## src/rtl/lc3b_types.sv

```systemverilog
// Shared LC-3b pipeline types: register index, scoreboard FSM state, register count.
package lc3b_types;

  typedef logic [2:0] lc3b_reg;

  typedef enum logic [1:0] {
    RUN,
    STALL,
    DRAIN
  } sb_state_t;

  localparam int NUM_REGS = 8;

endpackage

```

## src/rtl/scoreboard_issue_ctrl_pending_counter.sv

```systemverilog
// One per-register pending-write counter: up on issue, down on writeback,
// synchronous clear, plus zero/one/saturation and underflow flags.
module pending_counter #(
  parameter int CNT_W       = 2,
  parameter int MAX_PENDING = 3
) (
  input  logic clk,
  input  logic reset,
  input  logic clr,
  input  logic inc,
  input  logic dec,
  output logic zero,
  output logic one,
  output logic sat,
  output logic underflow
);

  logic [CNT_W-1:0] cnt;

  assign zero      = (cnt == '0);
  assign one       = (cnt == CNT_W'(1));
  assign sat       = (cnt == CNT_W'(MAX_PENDING));
  assign underflow = dec & zero;

  // Simultaneous inc and dec cancel; a dec at zero holds the count at zero.
  always_ff @(posedge clk) begin
    if (reset || clr) begin
      cnt <= '0;
    end else if (inc && !dec && !sat) begin
      cnt <= cnt + CNT_W'(1);
    end else if (dec && !inc && !zero) begin
      cnt <= cnt - CNT_W'(1);
    end
  end

endmodule

```

## src/rtl/scoreboard_issue_ctrl.sv

```systemverilog
// LC-3b issue-stage scoreboard: RAW/WAW hazard check, pending-write counters,
// flush/drain FSM and stall counter. Define SCOREBOARD_WB_BYPASS_EN for wb forwarding.
module scoreboard_issue_ctrl
  import lc3b_types::*;
#(
  parameter int MAX_PENDING  = 3,
  parameter int CNT_W        = 2,
  parameter int DRAIN_CYCLES = 4,
  parameter int STALL_CNT_W  = 16
) (
  input  logic                   clk,
  input  logic                   reset,
  input  logic                   dec_valid,
  input  lc3b_reg                src1,
  input  lc3b_reg                src2,
  input  logic                   src1_used,
  input  logic                   src2_used,
  input  lc3b_reg                dest,
  input  logic                   dest_used,
  input  logic                   wb_valid,
  input  lc3b_reg                wb_reg,
  input  logic                   flush,
  output logic                   issue_ready,
  output logic                   issue_fire,
  output logic [NUM_REGS-1:0]    ready_vec,
  output logic [STALL_CNT_W-1:0] stall_count,
  output logic                   underflow_err
);

`ifdef SCOREBOARD_WB_BYPASS_EN
  localparam bit WB_BYPASS = 1'b1;
`else
  localparam bit WB_BYPASS = 1'b0;
`endif

  localparam int DRAIN_W = (DRAIN_CYCLES > 1) ? $clog2(DRAIN_CYCLES) : 1;

  sb_state_t            state;
  logic [DRAIN_W-1:0]   drain_cnt;
  logic [NUM_REGS-1:0]  zero_v, one_v, sat_v, uf_v, inc_v, dec_v;
  logic                 active, wb_apply;
  logic                 src1_ok, src2_ok, hazard;

  assign active   = (state != DRAIN);
  assign wb_apply = wb_valid & active & !flush & !reset;

  for (genvar g = 0; g < NUM_REGS; g++) begin : g_cnt
    assign inc_v[g] = issue_fire & dest_used & (dest == lc3b_reg'(g));
    assign dec_v[g] = wb_apply & (wb_reg == lc3b_reg'(g));

    pending_counter #(
      .CNT_W      (CNT_W),
      .MAX_PENDING(MAX_PENDING)
    ) u_cnt (
      .clk      (clk),
      .reset    (reset),
      .clr      (flush),
      .inc      (inc_v[g]),
      .dec      (dec_v[g]),
      .zero     (zero_v[g]),
      .one      (one_v[g]),
      .sat      (sat_v[g]),
      .underflow(uf_v[g])
    );
  end

  assign ready_vec = zero_v;

  // A source with a single pending write retiring this cycle is forwarded when bypass exists.
  always_comb begin
    src1_ok     = zero_v[src1] | (WB_BYPASS & one_v[src1] & wb_valid & (wb_reg == src1));
    src2_ok     = zero_v[src2] | (WB_BYPASS & one_v[src2] & wb_valid & (wb_reg == src2));
    hazard      = (src1_used & !src1_ok) | (src2_used & !src2_ok) | (dest_used & sat_v[dest]);
    issue_ready = !hazard & !flush & active & !reset;
    issue_fire  = issue_ready & dec_valid;
  end

  always_ff @(posedge clk) begin
    if (reset) begin
      state         <= RUN;
      drain_cnt     <= '0;
      stall_count   <= '0;
      underflow_err <= 1'b0;
    end else begin
      if (flush) begin
        state     <= DRAIN;
        drain_cnt <= '0;
      end else begin
        case (state)
          RUN:     if (dec_valid && !issue_ready) state <= STALL;
          STALL:   if (issue_fire) state <= RUN;
          DRAIN: begin
            if (drain_cnt == DRAIN_W'(DRAIN_CYCLES - 1)) state <= RUN;
            else drain_cnt <= drain_cnt + DRAIN_W'(1);
          end
          default: state <= RUN;
        endcase
      end
      if (dec_valid && !issue_ready && (stall_count != '1))
        stall_count <= stall_count + STALL_CNT_W'(1);
      if (|uf_v)
        underflow_err <= 1'b1;
    end
  end

endmodule

```

## config.mk

```make
export PLATFORM = sky130hd
export DESIGN_NAME = scoreboard_issue_ctrl
export DESIGN_NICKNAME = d
export VERILOG_FILES = /design/src/rtl/lc3b_types.sv /design/src/rtl/scoreboard_issue_ctrl_pending_counter.sv /design/src/rtl/scoreboard_issue_ctrl.sv
export SDC_FILE = /design/constraint.sdc
export NUM_CORES = 1
export LEC_CHECK = 0
export ABC_AREA = 1
export BUFFER_PORTS_ARGS = -buffer_cell sky130_fd_sc_hd__buf_2
export CELL_PAD_IN_SITES_DETAIL_PLACEMENT = 0
export CELL_PAD_IN_SITES_GLOBAL_PLACEMENT = 1
export CORE_MARGIN = 2
export CORE_UTILIZATION = 42
export DETAILED_ROUTE_END_ITERATION = 8
export HOLD_SLACK_MARGIN = 0.02
export PLACE_DENSITY = 0.93
export SYNTH_ARGS = -nofsm -noshare
export SYNTH_HDL_FRONTEND = slang
export SYNTH_SLANG_ARGS = --single-unit
```

## constraint.sdc

```tcl
create_clock -name clk -period 4.2 [get_ports clk]
set_clock_uncertainty 0.1 [all_clocks]
set_input_delay 1.26 -clock clk [delete_from_list [all_inputs] [get_ports clk]]
set_output_delay 1.26 -clock clk [all_outputs]
set_load 0.01 [all_outputs]
```

Yosys cells after proc, flatten, opt, wreduce, memory -nomap -nowiden

Index checks and enable logic that the tools add are counted.
Widths: inputs -> output; s select.

Equality and inequality tests: 33
Reduce and logical (&&, ||, !) cells: 97
Order comparisons: 3
Bitwise gates (word level): 38
Muxes and demuxes: 27
Add/sub/neg operators: 18

Operators with widths:

| kind                  | number |
|---|---|
| $mux 2                | 20 |
| $logic_not 1->1       | 38 |
| $and 1x1->1           | 35 |
| $logic_and 1x1->1     | 34 |
| $eq 3x3->1 const B    | 8 |
| $eq 2x2->1 const B    | 10 |
| $add 2x1->2 const B   | 9 |
| $logic_not 2->1       | 9 |
| $add 16x1->16 const B | 1 |
| $ne 16x16->1 const B  | 1 |
| $reduce_bool 2->1     | 8 |
| $sub 2x1->2 const B   | 8 |
| $eq 3x2->1 const B    | 4 |
| $lt 3x4->1 const B    | 3 |
| $bmux 1 s3            | 3 |
| $ne 3x3->1 const B    | 3 |
| $ne 2x2->1 const B    | 4 |
| $reduce_or 8->1       | 1 |
| $eq 3x1->1 const B    | 2 |
| $logic_not 3->1       | 2 |
| $pmux 2 s3            | 1 |
| $reduce_and 3->1      | 2 |
| $mux 1                | 3 |
| $eq 2x1->1 const B    | 1 |
| 5 further kinds       | 6 |

Logic and storage cells: 229
Bits in registers: 37
Input bits: 20
Output and inout port bits: 27

Longest topological paths before layout

Gate-level depths: netlist of run 1.

Depth in word-level cells: 19
Gate-level depth with buffers: 16
Mapped depth without buffers: 16

By module

A second synthesis of run 1 with hierarchy kept.

Cells, all modules: 516
Area total of the unflattened synthesis: 3347.0 um^2

Modules (own cells, without submodules):

| module                | times used | area each (um^2) | cells each | sequential area each (um^2) |
|---|---|---|---|---|
| pending_counter       | 8          | 214.0            | 31         | 40.0 |
| scoreboard_issue_ctrl | 1          | 1635.3           | 268        | 420.4 |

Least setup slack after synthesis of run 1

Ideal clock, no wire load.

Kind: input port to output port
Start: input dest[0]
End: output issue_fire
Data arrival time: 2.069 ns
Cell stages on the path: 9
Setup slack: 0.771 ns
Path buffers: 0
Cell sequence: nor2_1 > nand2_1 > nand2_1 > nor2_1 > nand2_1 > nand2_2 > a21oi_4 > nand4_4 > inv_1

Cells in the longest elaborated chain, start to end: 9

Ends and longest elaborated chain:

| item                         | RTL line                    | RTL |
|---|---|---|
| start: declaration           | scoreboard_issue_ctrl.sv:18 | `input lc3b_reg dest,` |
| $bmux 1 s3                   | scoreboard_issue_ctrl.sv:73 | `hazard = (src1_used & !src1_ok) \| (src2_used & !src2_ok) \| (dest_used & sat_v[dest]);` |
| $mux 1 (not written as such) | scoreboard_issue_ctrl.sv:73 |  |
| $and 1x1->1                  | scoreboard_issue_ctrl.sv:73 |  |
| $or 1x1->1                   | scoreboard_issue_ctrl.sv:73 |  |
| $logic_not 1->1              | scoreboard_issue_ctrl.sv:74 | `issue_ready = !hazard & !flush & active & !reset;` |
| $and 1x1->1 (3 in a row)     | scoreboard_issue_ctrl.sv:74 |  |
| $and 1x1->1                  | scoreboard_issue_ctrl.sv:75 | `issue_fire = issue_ready & dec_valid;` |
| end: declaration             | scoreboard_issue_ctrl.sv:24 | `output logic issue_fire,` |

No other way between the ends. The select of a mux whose other input is x is not followed.

Worst setup path in the final report of run 1

Same ends and word-level chain as after synthesis.

==> results.py, run 1 <==
metrics = {
    "logic_synthesis": {
        "netlist_area_um2": 2730,
        "ys_seq_area_share_pct": 27.1,
        "yosys.cell_types.count": 37,
        "synth_seq_cells": 37,
        "avgSynthCellArea_um2": 6.43,
        "syn_nets": 447,
        "synthCells": 425,
        "yosysWarnings": 0,
    },
    "finish": {
        "diodes": 0,
        "post-route-util_pct": 48.5,
        "final_nets": 487,
        "layout_common_cells": "nand2_1 (96), inv_1 (71), nand3_1 (46), buf_2 (46), nor2_1 (45)",
        "area_growth_pct": 12.0,
        "layout-drive-gt1-share_pct": 18.9,
        "stdcell_count": 543,
        "mostFrequentLayoutCell": "nand2_1",
    },
    "die": {
        "die_y_um": 84.7,
        "initial_core_util_pct": 43.3,
        "coreArea_um2": 6310,
        "dieArea_um2": 7170,
        "top_level_ports": 47,
        "rows": 29,
        "fp.dieW_um": 84.7,
    },
    "power_and_ir_drop": {
        "p_per_area_nw_per_um2": 256,
        "ir_drop_v": 0.000146,
        "seq_power_share_pct": 45.8,
        "clkPwrFrac_pct": 41.3,
        "power.internal_mw": 0.566,
        "p_sw_share_pct": 27.6,
        "leakage_nw": 1.42,
        "p_switching_mw": 0.216,
        "combPwrFrac_pct": 12.9,
    },
    "route": {
        "drc_errors": 0,
        "met2WireLength_um": 3210,
        "firstDrtPassIters": 4,
        "routed_via_density": 5.07,
        "drt-initial-drc-count": 113,
        "highest_layer": "met4",
        "wl_per_cell_um": 12.4,
        "wl_met1_um": 3110,
        "routed_wl_um": 6760,
        "ant_nets": 0,
        "met3_length_um": 294,
        "vias": 2752,
    },
    "setup_path": {
        "timing.rr.end": "stall_count[5]",
        "arrival_ns": 2.37,
        "rrSetupSlack_ns": 1.99,
        "crit_family": "simple AND/OR/NAND/NOR gates",
        "crit_slowest_cell": "nor2_1",
        "r2r_cells": 14,
        "critPathRequiredTime_ns": 2.84,
        "crit_chain": "buf_2 -> nor2_1 -> nand2_1 -> nand2_1 -> nor2_1 -> nand2_1 -> nand2_2 -> a21oi_4 -> nand4_4 -> inv_1 -> buf_2",
        "end_kind": "output port",
        "path_buf_inv": 3,
        "crit_type": "primary input to output port",
        "critPathLaunchType": "primary input",
        "max_stage_delay_ns": 0.17,
        "critPathMaxFanout": 6,
        "rr_startpoint": "g_cnt[7].u_cnt.cnt[0]",
        "path_common_cell": "nand2_1",
    },
    "clock_network": {
        "post_cts.repair.setup_buffers": 0,
        "cts_max_level": 2,
        "clk_path_buf_depth": 2,
        "cts_resized": 0,
        "worstSkewPairLatency_ns": 0.31,
        "clock-root-buffer": "clkbuf_8",
        "cts_tree": "done",
        "clkTransAtPathRegs_ns": 0.08,
        "numCtsBuffers": 5,
        "clock-sinks": 37,
        "ctsHoldBuffers": 0,
    },
    "global_routing": {
        "grt_pass1_wl_um": 11400,
        "antenna_found_initial": 0,
        "grt_pass1_vias": 2558,
        "grt_max_degree": 20,
        "grt.total_usage_pct": 19.6,
        "grt_remaining_overflow": 0,
    },
    "placed_design": {
        "place_hpwl_um": 5250,
        "gp_congestion": 0.880,
        "io_buffers": 46,
        "place_ws_ns": 0.457,
        "dp_cells": 535,
    },
    "hold_path": {
        "min_path_cells": 2,
        "whs_endpoint": "drain_cnt[1]",
        "min_from": "drain_cnt[1]",
        "hold_path.class": "flop to flop",
    },
    "sta": {
        "slew_violations": 0,
        "fmax_mhz": 268,
        "maxSlewHeadroom_pct": 63.1,
        "worst_pin_slew_ns": 0.549,
        "period_needed_ns": 3.73,
        "tns_ns": 0,
        "rsz0062_at_grt": "no",
        "fin_ws_ns": 0.466,
        "hold_violations": 0,
        "setup_viol": 0,
        "period_share_pct": 88.9,
    },
    "job": {
        "cap_violations": 0,
    },
    "outcome": {
        "status": "completed",
    },
}
## per-layer routing
metal | GRT usage (%) | vias up
li1 | - | 1436
met1 | 23.6 | 1246
met4 | 7.07 | 0
met3 | 3.15 | 11
met5 | 0 | -
met2 | 35.0 | 59
## Yosys cell counts, drive strengths merged
library cell  number  share of area (%)
nand2            100                 15
inv               73                 10
nor2              57                 10
nand3             54                 12
dfxtp             37                 27
a21oi             32                6.5
nand4             18                4.7
buf               14                4.6
nor3              10                2.0
xor2               8                2.6
o21ai              7                1.3
ha                 2               0.92
nand3b             2               0.55
o22ai              2               0.46
xnor2              2               0.64
a21boi             1               0.27
a221oi             1               0.32
a31oi              1               0.23
and3               1               0.23
clkbuf             1               0.14
nor4               1               0.23
or2                1               0.23
## how the worst max path moves through the flow
stage,start,endpoint,slack [ns],cells after the start
after global routing,dest[0],issue_fire,0.35,11
after detailed placement,dest[0],issue_fire,0.46,11
after global placement,dest[0],issue_fire,0.48,11
after CTS,dest[0],issue_fire,0.46,11
final,dest[0],issue_fire,0.47,11
after floorplan,dest[0],issue_fire,0.77,9
## logic make-up (layout without fill, tap and decap cells)
logic type      Yosys count  after routing  share of synthesized area [%]
compound gates           44             44                           9.11
flops                    37             37                           27.1
fa+ha+maj                 2              2                          0.916
buf+inv                  88            129                           14.8
simple gates            244            244                           44.9
xor+xnor                 10             10                           3.21
## sequential cells by signal, indices dropped and copies added, names as in the netlist
name / count
g_cnt.u_cnt.cnt: 16
state: 2
stall_count: 16
drain_cnt: 2
underflow_err: 1
## cell type report
class,count,area [um^2]
clock buffer,5,68.8
clock inverter,3,46.3
tap,77,96.3
inverter,73,274
timing repair buffer,48,245
sequential,37,741
multi-input combinational,300,1590
fill,671,3250
## power groups by stage
stage / Clock (mW) / Sequential (mW) / Combinational (mW)
after floorplan: 0 / 0.368 / 0.0710
after global placement: 0 / 0.367 / 0.0992
after detailed placement: 0 / 0.367 / 0.101
after CTS: 0.330 / 0.358 / 0.101
after global routing: 0.344 / 0.359 / 0.112
final: 0.323 / 0.358 / 0.101
## through the flow
step	instance area (um^2)	power [mW]	hold slack, ns
global placement	2940	0.466	0.337
CTS	3060	0.790	0.371
detailed placement	2940	0.467	0.344
finish	3060	0.782	0.367
global route	3060	0.815	0.413
floorplan	2730	0.439	0.327
## worst register-to-register path, cell delays in order, from the launching register on
cell and delay [ns]:
dfxtp_1 0.41, nor2_2 0.10, nand2_1 0.07, nand3_1 0.06, nand3_1 0.09, nand3_2 0.14, inv_1 0.18, nor2_8 0.06
buf_4 0.19, nor2_8 0.13, nand2_8 0.11, inv_2 0.21, nand2_1 0.10, o21ai_1 0.13, nor2_1 0.05
No activity file was read; power rests on OpenSTA's default activity.
==> run 2, diff against run 1 <==
--- a/config.mk
+++ b/config.mk
@@ -9,6 +9,7 @@
 export BUFFER_PORTS_ARGS = -buffer_cell sky130_fd_sc_hd__buf_2
 export CELL_PAD_IN_SITES_DETAIL_PLACEMENT = 0
 export CELL_PAD_IN_SITES_GLOBAL_PLACEMENT = 1
+export CORE_ASPECT_RATIO = 0.6
 export CORE_MARGIN = 2
 export CORE_UTILIZATION = 42
 export DETAILED_ROUTE_END_ITERATION = 8
==> results.py, run 2 (synthesis gave the netlist of run 1 again) <==
metrics = {
    "outcome": {
        "status": "completed",
    },
    "finish": {
        "multi_input_area_um2": 1590,
        "layout_common_cells": "nand2_1 (96), inv_1 (71), nand3_1 (46), buf_2 (46), nor2_1 (45)",
        "mostFrequentLayoutCell": "nand2_1",
        "post-route-util_pct": 49.1,
        "diodes": 0,
        "seqCellArea_um2": 741,
        "fillerInstances": 644,
        "area_growth_pct": 11.2,
        "final_nets": 487,
        "stdcell_count": 550,
        "largest_registers": "g_cnt.u_cnt.cnt: 16 flops, stall_count: 16 flops",
        "layout-drive-gt1-share_pct": 18.9,
    },
    "die": {
        "rows": 22,
        "fp.dieW_um": 108,
        "coreArea_um2": 6190,
        "initial_core_util_pct": 44.1,
        "die_y_um": 66.5,
        "dieArea_um2": 7190,
        "top_level_ports": 47,
    },
    "global_routing": {
        "grt_util_met1_pct": 34.1,
        "grt_pass1_wl_um": 11400,
        "grt_max_degree": 20,
        "grt.busiest_layer": "met1",
        "use_met2_pct": 26.9,
        "antenna_found_initial": 0,
        "grt_pass1_vias": 2305,
        "grt.total_usage_pct": 20.7,
        "grt_remaining_overflow": 0,
        "use_met3_pct": 3.82,
    },
    "clock_network": {
        "cts_tree": "done",
        "clock-sinks": 37,
        "post_cts.repair.setup_buffers": 0,
        "ctsHoldBuffers": 0,
        "worstSkewPairLatency_ns": 0.30,
        "cts_max_level": 2,
        "clock-root-buffer": "clkbuf_8",
        "cts_resized": 0,
        "clkTransAtPathRegs_ns": 0.07,
        "numCtsBuffers": 5,
        "clk_path_buf_depth": 2,
    },
    "placed_design": {
        "place_hpwl_um": 5790,
        "io_buffers": 46,
        "gp_congestion": 0.893,
        "dp_cells": 542,
    },
    "route": {
        "routed_via_density": 5.03,
        "vias": 2769,
        "drt-initial-drc-count": 213,
        "ant_nets": 0,
        "routed_wl_um": 7110,
        "firstDrtPassIters": 5,
        "wl_per_cell_um": 12.9,
        "drc_errors": 0,
    },
    "hold_path": {
        "min_path_cells": 2,
        "min_from": "drain_cnt[1]",
        "whs_endpoint": "drain_cnt[1]",
        "hold_path.class": "flop to flop",
    },
    "setup_path": {
        "crit_chain": "buf_2 -> nor2_1 -> nand2_1 -> nand2_1 -> nor2_1 -> nand2_1 -> nand2_2 -> a21oi_4 -> nand4_4 -> inv_1 -> buf_2",
        "timing.rr.end": "stall_count[5]",
        "crit_type": "primary input to output port",
        "rrSetupSlack_ns": 1.96,
        "r2r_cells": 14,
        "critPathLaunchType": "primary input",
        "critPathRequiredTime_ns": 2.84,
        "rr_startpoint": "g_cnt[7].u_cnt.cnt[0]",
        "end_kind": "output port",
        "max_stage_delay_ns": 0.17,
        "crit_slowest_cell": "nor2_1",
        "arrival_ns": 2.39,
        "path_common_cell": "nand2_1",
        "critPathMaxFanout": 6,
    },
    "sta": {
        "period_needed_ns": 3.75,
        "tns_ns": 0,
        "fmax_mhz": 267,
        "period_share_pct": 89.2,
        "rsz0062_at_grt": "no",
        "setup_viol": 0,
        "worst_pin_slew_ns": 0.676,
        "maxSlewHeadroom_pct": 54.6,
        "slew_violations": 0,
        "hold_violations": 0,
    },
    "power_and_ir_drop": {
        "ir_drop_v": 0.000119,
        "p_total_mw": 0.711,
        "p_per_area_nw_per_um2": 234,
        "leakage_nw": 1.41,
    },
    "job": {
        "cap_violations": 0,
    },
}
## run 2: cell count changes in the layout (fill, tap and decap cells not counted), sizes merged
cell and change:
clkinv +1, bufinv -1
## run 2: through the flow
| step | worst slack (ns) | cell area [um^2] | hold WS, ns |
|---|---|---|---|
| floorplan | 0.771 | 2730 | 0.327 |
| global placement | 0.458 | 2950 | 0.336 |
| detailed placement | 0.454 | 2950 | 0.347 |
| CTS | 0.449 | 3040 | 0.358 |
| global route | 0.302 | 3040 | 0.384 |
| finish | 0.453 | 3040 | 0.354 |
## run 2: how the worst max path moves through the flow
stage                 start  slack [ns]         end  cells past startpoint
global route        dest[0]        0.30  issue_fire                     11
detailed placement  dest[0]        0.45  issue_fire                     11
finish              dest[0]        0.45  issue_fire                     11
global placement    dest[0]        0.46  issue_fire                     11
floorplan           dest[0]        0.77  issue_fire                      9
CTS                 dest[0]        0.45  issue_fire                     11
## run 2: area by class of cell
| cell class | instances | area share, % |
|---|---|---|
| inverter | 73 | 9.02 |
| tap | 84 | 3.46 |
| multi-input combinational | 300 | 52.2 |
| clock inverter | 3 | 0.576 |
| clock buffer | 5 | 2.26 |
| timing repair buffer | 48 | 8.07 |
| sequential | 37 | 24.4 |
## run 2: metal layers
layer | wire (um) | vias to the layer above
met5 | 0 | -
met4 | 19 | 0
met3 | 565 | 2
met2 | 2610 | 95
met1 | 3920 | 1231
li1 | - | 1441
## run 2: critical path: cells and delay by family
kind | cells | cell delay, ns
AOI/OAI and AO/OA | 1 | 0.14
buffers and inverters | 3 | 0.36
and+or+nand+nor | 7 | 0.63
## run 2: power by group
part | total (mW) | switching, mW | leakage (nW) | internal (mW)
registers | 0.359 | 0.00310 | 0.299 | 0.356
clock network | 0.252 | 0.137 | 0.0439 | 0.115
logic | 0.101 | 0.0677 | 1.06 | 0.0329
total | 0.711 | 0.208 | 1.41 | 0.503
